[src/rtl/fu_writeback_arbiter.sv]
// Shares the completion-buffer write port among the scalar FUs through one-entry
// holding registers and a round-robin arbiter that locks its grant under backpressure.
module fu_writeback_arbiter #(
    parameter int unsigned NUM_FU   = 4,
    parameter int unsigned DATA_W   = 32,
    parameter int unsigned CB_IDX_W = 4
) (
    input  logic                       CLK,
    input  logic                       nRST,
    input  logic [NUM_FU-1:0]          fu_valid,
    output logic [NUM_FU-1:0]          fu_ready,
    input  logic [NUM_FU*DATA_W-1:0]   fu_data,
    input  logic [NUM_FU*CB_IDX_W-1:0] fu_index,
    input  logic [NUM_FU*5-1:0]        fu_rd,
    input  logic [NUM_FU-1:0]          fu_wen,
    input  logic                       flush,
    output logic                       cb_valid,
    input  logic                       cb_ready,
    output logic [$clog2(NUM_FU)-1:0]  cb_fu,
    output logic [DATA_W-1:0]          cb_data,
    output logic [CB_IDX_W-1:0]        cb_index,
    output logic [4:0]                 cb_rd,
    output logic                       cb_wen
);

    localparam int unsigned PtrW = $clog2(NUM_FU);

    logic [NUM_FU-1:0]   held_q, held_d;
    logic [DATA_W-1:0]   data_q  [NUM_FU];
    logic [CB_IDX_W-1:0] index_q [NUM_FU];
    logic [4:0]          rd_q    [NUM_FU];
    logic [NUM_FU-1:0]   wen_q;
    logic [PtrW-1:0]     rr_ptr_q, rr_ptr_d;
    logic                lock_q, lock_d;
    logic [PtrW-1:0]     lock_fu_q, lock_fu_d;

    logic [NUM_FU-1:0]   capture;
    logic [PtrW-1:0]     grant;
    logic [PtrW-1:0]     cand;
    logic                found;
    logic                accept;

    // Ready depends only on held state, never on cb_ready.
    assign fu_ready = ~held_q;
    assign capture  = fu_valid & ~held_q;
    assign cb_valid = |held_q;
    assign accept   = cb_valid & cb_ready;

    always_comb begin
        grant = lock_fu_q;
        cand  = '0;
        found = 1'b0;
        if (!lock_q) begin
            grant = '0;
            for (int unsigned k = 0; k < NUM_FU; k++) begin
                cand = PtrW'((32'(rr_ptr_q) + k) % NUM_FU);
                if (!found && held_q[cand]) begin
                    grant = cand;
                    found = 1'b1;
                end
            end
        end
    end

    always_comb begin
        held_d    = held_q | capture;
        rr_ptr_d  = rr_ptr_q;
        lock_d    = lock_q;
        lock_fu_d = lock_fu_q;
        if (accept) begin
            held_d[grant] = 1'b0;
            rr_ptr_d      = (grant == PtrW'(NUM_FU - 1)) ? '0 : grant + PtrW'(1);
            lock_d        = 1'b0;
        end else if (cb_valid) begin
            lock_d    = 1'b1;
            lock_fu_d = grant;
        end
        // Flush squashes captures and accepts alike but keeps the fairness pointer.
        if (flush) begin
            held_d   = '0;
            lock_d   = 1'b0;
            rr_ptr_d = rr_ptr_q;
        end
    end

    always_comb begin
        cb_fu    = '0;
        cb_data  = '0;
        cb_index = '0;
        cb_rd    = '0;
        cb_wen   = 1'b0;
        if (cb_valid) begin
            cb_fu    = grant;
            cb_data  = data_q[grant];
            cb_index = index_q[grant];
            cb_rd    = rd_q[grant];
            cb_wen   = wen_q[grant];
        end
    end

    always_ff @(posedge CLK or negedge nRST) begin
        if (!nRST) begin
            held_q    <= '0;
            rr_ptr_q  <= '0;
            lock_q    <= 1'b0;
            lock_fu_q <= '0;
        end else begin
            held_q    <= held_d;
            rr_ptr_q  <= rr_ptr_d;
            lock_q    <= lock_d;
            lock_fu_q <= lock_fu_d;
        end
    end

    always_ff @(posedge CLK or negedge nRST) begin
        if (!nRST) begin
            wen_q <= '0;
            for (int i = 0; i < NUM_FU; i++) begin
                data_q[i]  <= '0;
                index_q[i] <= '0;
                rd_q[i]    <= '0;
            end
        end else begin
            for (int i = 0; i < NUM_FU; i++) begin
                if (capture[i] && !flush) begin
                    data_q[i]  <= fu_data[i*DATA_W +: DATA_W];
                    index_q[i] <= fu_index[i*CB_IDX_W +: CB_IDX_W];
                    rd_q[i]    <= fu_rd[i*5 +: 5];
                    wen_q[i]   <= fu_wen[i];
                end
            end
        end
    end

endmodule

[config.mk]
export PLATFORM = sky130hd
export DESIGN_NAME = fu_writeback_arbiter
export DESIGN_NICKNAME = d
export VERILOG_FILES = /design/src/rtl/fu_writeback_arbiter.sv
export SDC_FILE = /design/constraint.sdc
export NUM_CORES = 1
export LEC_CHECK = 0
export ABC_CLOCK_PERIOD_IN_PS = 2600
export BUFFER_PORTS_ARGS = -buffer_cell sky130_fd_sc_hd__buf_2
export CAP_MARGIN = 20
export CORE_MARGIN = 2
export CORE_UTILIZATION = 52
export DETAILED_ROUTE_END_ITERATION = 12
export PLACE_DENSITY = 0.86
export SETUP_SLACK_MARGIN = 0.1
export SYNTH_ARGS = -nofsm -noshare
export SYNTH_HDL_FRONTEND = slang
export SYNTH_SLANG_ARGS = --single-unit
[constraint.sdc]
create_clock -name CLK -period 2.6 [get_ports CLK]
set_input_delay 0.26 -clock CLK [delete_from_list [all_inputs] [get_ports CLK]]
set_output_delay 0.26 -clock CLK [all_outputs]
set_load 0.005 [all_outputs]
**Word-level counts from Yosys, hierarchy flattened**

Index checks and enable logic that the tools add are counted.
W data, S select, Z words.

- Register bits: 177

- Add/subtract/negate cells: 4
- $lt $le $gt $ge: 7
- Equal/unequal tests: 1
- Multiplexer cells: 43
- Bitwise logic cells: 9
- Reduce and logical (&&, ||, !) cells: 16

Operators by type and width:

| cell | number |
|---|---|
| $mux W32 | 3 |
| $bmux W32 S2 | 1 |
| $mux W4 | 5 |
| $mux W1 | 16 |
| $lt A2 B3 Y1 const B | 5 |
| $mux W5 | 3 |
| $mux W2 | 7 |
| $bmux W1 S2 | 5 |
| $bmux W5 S2 | 1 |
| $and A4 B4 Y4 | 2 |
| $bmux W4 S2 | 1 |
| $logic_and A1 B1 Y1 | 8 |
| $not A4 Y4 | 2 |
| $add A2 B1 Y2 const B | 2 |
| $add A2 B2 Y2 const B | 2 |
| $logic_not A1 Y1 | 4 |
| $or A4 B4 Y4 | 1 |
| $reduce_and A2 Y1 | 2 |
| $reduce_or A4 Y1 | 1 |
| $ge A3 B3 Y1 const B | 1 |
| $not A2 Y3 | 1 |
| $reduce_bool A3 Y1 | 1 |
| $demux W1 S2 | 1 |
| $eq A2 B2 Y1 const B | 1 |
| 3 further kinds | 4 |

**Depth between registers and ports, before layout**

- Depth after elaboration: 24
- Depth in mapped cells: 9
- Mapped depth without buffers: 5

**Least setup slack after synthesis**

Ideal clock, no wire load.

- Path kind: reg-to-output
- Start: register rr_ptr_q[1]
- End: output port cb_data[10]
- Data arrival time: 1.792 ns
- Slack: 0.548 ns
- Cell stages (with the launch flop): 10
- Buffers on the path: 4
- Cell sequence: dfrtp_1 -> buf_4 -> mux2_1 -> nor2_1 -> o41a_1 -> buf_6 -> nand2b_4 -> buf_6 -> buf_6 -> o22ai_1

- Word-level cells in the longest chain between the ends: 21
- Elaborated cells between the ends (all ways): 33

RTL lines:

| what | RTL line | source |
|---|---|---|
| start, declared | 33 | `logic [PtrW-1:0] rr_ptr_q, rr_ptr_d;` |
| start signal, assigned | 109 | `rr_ptr_q <= rr_ptr_d;` |
| $bmux W1 S2 | 57 | `if (!found && held_q[cand]) begin` |
| $mux W1 (not written as such) | 57 |  |
| $mux W1 | 57 |  |
| $mux W1 | 53 | `if (!lock_q) begin` |
| $logic_not A1 Y1 | 57 |  |
| $logic_and A1 B1 Y1 | 57 |  |
| $mux W1 | 57 |  |
| $mux W1 | 53 |  |
| (+4 left out) | -- |  |
| $logic_not A1 Y1 | 57 |  |
| $logic_and A1 B1 Y1 | 57 |  |
| $mux W2 (*) | 57 |  |
| $mux W2 (*) | 53 |  |
| $not A2 Y3 (not written as such) (*) | 94 | `cb_data = data_q[grant];` |
| $bmux W32 S2 (*) | 94 |  |
| $mux W32 (not written as such) (*) (2 in series) | 94 |  |
| $mux W32 (*) | 92 | `if (cb_valid) begin` |
| end, declared | 20 | `output logic [DATA_W-1:0] cb_data,` |

Mark *: on every way between the ends. The rest lies on a longest branch, timed or not. The select of a mux whose other input is x is not followed.

**Worst setup path in the final report**

- Start: register held_q[1]
- End: output port cb_data[26]

- Word-level cells in the longest chain between the ends: 21
- Elaborated cells between the ends (all ways): 31

RTL lines:

| what | RTL line | source |
|---|---|---|
| start, declared | 28 | `logic [NUM_FU-1:0] held_q, held_d;` |
| start signal, assigned | 108 | `held_q <= held_d;` |
| $bmux W1 S2 | 57 |  |
| $mux W1 (not written as such) | 57 |  |
| $mux W1 | 57 |  |
| $mux W1 | 53 |  |
| $logic_not A1 Y1 | 57 |  |
| $logic_and A1 B1 Y1 | 57 |  |
| $mux W1 | 57 |  |
| $mux W1 | 53 |  |
| (+4 left out) | -- |  |
| $logic_not A1 Y1 | 57 |  |
| $logic_and A1 B1 Y1 | 57 |  |
| $mux W2 | 57 |  |
| $mux W2 | 53 |  |
| $not A2 Y3 (not written as such) | 94 |  |
| $bmux W32 S2 | 94 |  |
| $mux W32 (not written as such) (2 in series) | 94 |  |
| $mux W32 (*) | 92 |  |

Marked as above.

==> run metrics <==
CP bufs+invs=4; CP Max Fanout=7; WP data arrival=2.46 ns; final worst slack=-0.125 ns; Post-DP Area=9420 sq um; GRT Total Usage=24.1%; leakage=4.85 nW; fin nets=992; Clock transition at path regs=0.07 ns; global-route wire length before repair=30,500 um; dpl hpwl=13,100 um; peak supply drop=0.534 mV; CP required=2.34 ns; Rel. slew slack=63.8%; Clock Path Buffers=2; violated checks=negative setup slack; Fin Setup TNS=-2.19 ns; DIE AREA=16,400 sq um; cell area after layout=10,600 sq um; layout cells sized above 1=60.9%; Hold Path Class=input pin to flop; # DRC=0; Slew Viols, Final=0; initial drt markers=287; via count=5,792; Max Cap Viol=0; area delta synth->final=32.6%; Top Family by Delay on Critical Path=buffers and inverters; routed len/inst=20.3 um; status=complete, but fails checks; Pwr per Cell Area=1030 nW/um^2; ANT cells=0; post-synth cell types=31; internal power=7.54 mW; number of flops mapped to enable cells by yosys=0; initial antenna violation count=0; largest net degree at the start of global routing=101; row cnt=45; Synth Warn #=0; post-synthesis async set-or-reset flop share=100%; synthesized instance count=567; Final GP Congestion=0.866; clk_lat worst skew=0.41 ns; Setup-failing EPs final=40; Critical Path Max Stage Delay=0.46 ns; CTS tree=yes; Max H-tree Level=4; Core ar.=15,100 sq um; die width=128 um; worst-path cell chain=nor3b_2 -> o32ai_2 -> o211ai_1 -> buf_6 -> buf_12 -> clkbuf_16 -> mux2i_1 -> o22ai_1 -> buf_2; Die H=128 um; Final Skew=0.00661 ns; DR pass1 iterations=4; mapped cell area=8000 sq um; cts bufs inserted=17; register area share after synthesis=55.3%; Via density=5.71; clock share of power=23.7%; gr ovfl total=0; vias in the first global route=5,975; Primary FF master, synth=dfrtp_1; antenna-violating nets left=0; Crit Path Category=flop to primary output; Sink Count=177; syn avg cell area=14.1 sq um; Critical Path End Type=primary output; sw frac=30.8%; unrepaired setup endpoints after global routing=yes; Comb power frac=40.8%; CTS root buffer=clkbuf_16; switching power total=3.36 mW; Max Clock Freq=0.367 GHz; Syn Nets=744; worst slew pin tran=0.542 ns; Initial Utilization=52.8%; IO Count=225; period utilisation layout=105%; final WL=20,600 um; final count of hold timing violations=0; Sequential Power Share=35.5%; register bit count reported by yosys=177; Worst path slowest cell=dfrtp_2; port bufs=224; CP Launch Type=flop; Final min period=2.72 ns
[cells in the final DEF, fill, tap and decap left out, types with 2 or more instances in the layout]
master,instances
buf_8,4
bufinv_16,3
buf_12,11
o22ai_2,4
nor2_1,12
buf_2,223
o22ai_1,38
buf_6,3
nor2b_1,2
buf_16,3
clkbuf_1,3
clkbuf_8,2
a21oi_1,2
buf_4,19
nor3_1,2
clkinvlp_4,3
dfrtp_1,172
nand2_1,4
inv_2,2
mux2i_2,11
mux2_1,3
mux2i_4,3
inv_1,3
dfrtp_2,5
clkbuf_16,24
nor3b_2,5
mux2i_1,70
a211oi_1,2
mux2_2,168
clkinv_2,2
[kinds of logic after synthesis]
group / count (synthesis) / synth area share [%]
simple gates: 33 / 2.27
fa+ha+maj: 1 / 0.156
mux: 255 / 34.6
compound gates: 54 / 4.33
flops: 177 / 55.3
buf+inv: 47 / 3.33
[Yosys cell counts (2+ instances only)]
master	n	area [sq um]
a21oi_1	3	15.0
inv_2	2	7.51
mux2_2	168	1890
nor2_1	12	45.0
nand2_1	5	18.8
inv_1	3	11.3
mux2i_1	84	841
mux2_1	3	33.8
nor3_1	3	15.0
dfrtp_1	177	4430
clkbuf_1	2	7.51
nor2b_1	2	12.5
buf_2	33	165
nor3b_1	5	37.5
o21ai_0	2	10.0
a211oi_1	2	15.0
buf_6	6	67.6
o22ai_1	42	263
[power by group through the flow]
| stage | Clock (mW) | Combinational, mW | Sequential [mW] |
|---|---|---|---|
| 6_report | 2.59 | 4.45 | 3.87 |
| 3_3_place_gp | 0 | 3.36 | 3.83 |
| 5_1_grt | 2.74 | 4.73 | 3.95 |
| 3_5_place_dp | 0 | 3.45 | 3.85 |
| 4_1_cts | 2.63 | 3.74 | 3.83 |
| 2_1_floorplan | 0 | 2.33 | 3.71 |
[timing repair]
item,in CTS,in global routing
endpoints found under the hold margin,177,0
gates cloned,2,10
gates resized for setup,20,36
pin swaps,3,28
buffers inserted,3,7
hold buffers,1,0
setup endpoints to repair,43,43
[metal layers]
layer  share of wire, %  routed length (um)  global-route usage (%)  vias up
met4                2.5                 507                    9.11        0
met3                6.2                1280                    5.55       39
li1                   -                   -                       -     2583
met1                 41                8460                    30.3     2956
met2                 50               10400                    40.9      214
met5                  0                   0                       0        -
[path summary, 6_finish.rpt]
path	slack (ns)	depth (start not counted)	to	start
min	0.07	2	index_q[1]	fu_index[13]
max in group asynchronous	1.66	3	index_q[6]	nRST
min in group asynchronous	0.22	2	data_q[54]	nRST
min reg2reg	0.50	1	rd_q[16]	rd_q[16]
max reg2reg	0.21	9	held_q[2]	held_q[2]
max	-0.12	9	cb_data[26]	held_q[1]
[registers in the layout, summed over array words and instances (netlist names)]
register   cells
rr_ptr_q       2
data_q       128
held_q         4
lock_fu_q      2
rd_q          20
wen_q          4
lock_q         1
index_q       16
[through the flow]
step / power, mW / std cells / setup WS [ns] / hold WS, ns / util [%]
floorplan: 6.05 / 567 / 0.548 / -0.0356 / -
global placement: 7.18 / 961 / 0.279 / 0.0485 / 62.2
detailed placement: 7.30 / 961 / 0.242 / 0.0487 / 62.2
CTS: 10.2 / 998 / -0.0164 / 0.0509 / 67.3
global route: 11.4 / 1015 / -0.234 / 0.0562 / 70.0
finish: 10.9 / 1015 / -0.125 / 0.0691 / 70.0
[area by class of cell]
class | count | area [sq um]
clock buffer | 22 | 464
clock inverter | 9 | 131
fill | 1037 | 4540
inverter | 5 | 18.8
multi-input combinational | 343 | 3480
sequential | 177 | 4440
tap | 188 | 235
timing repair buffer | 271 | 1840
Power figures use the tool's default switching activity.
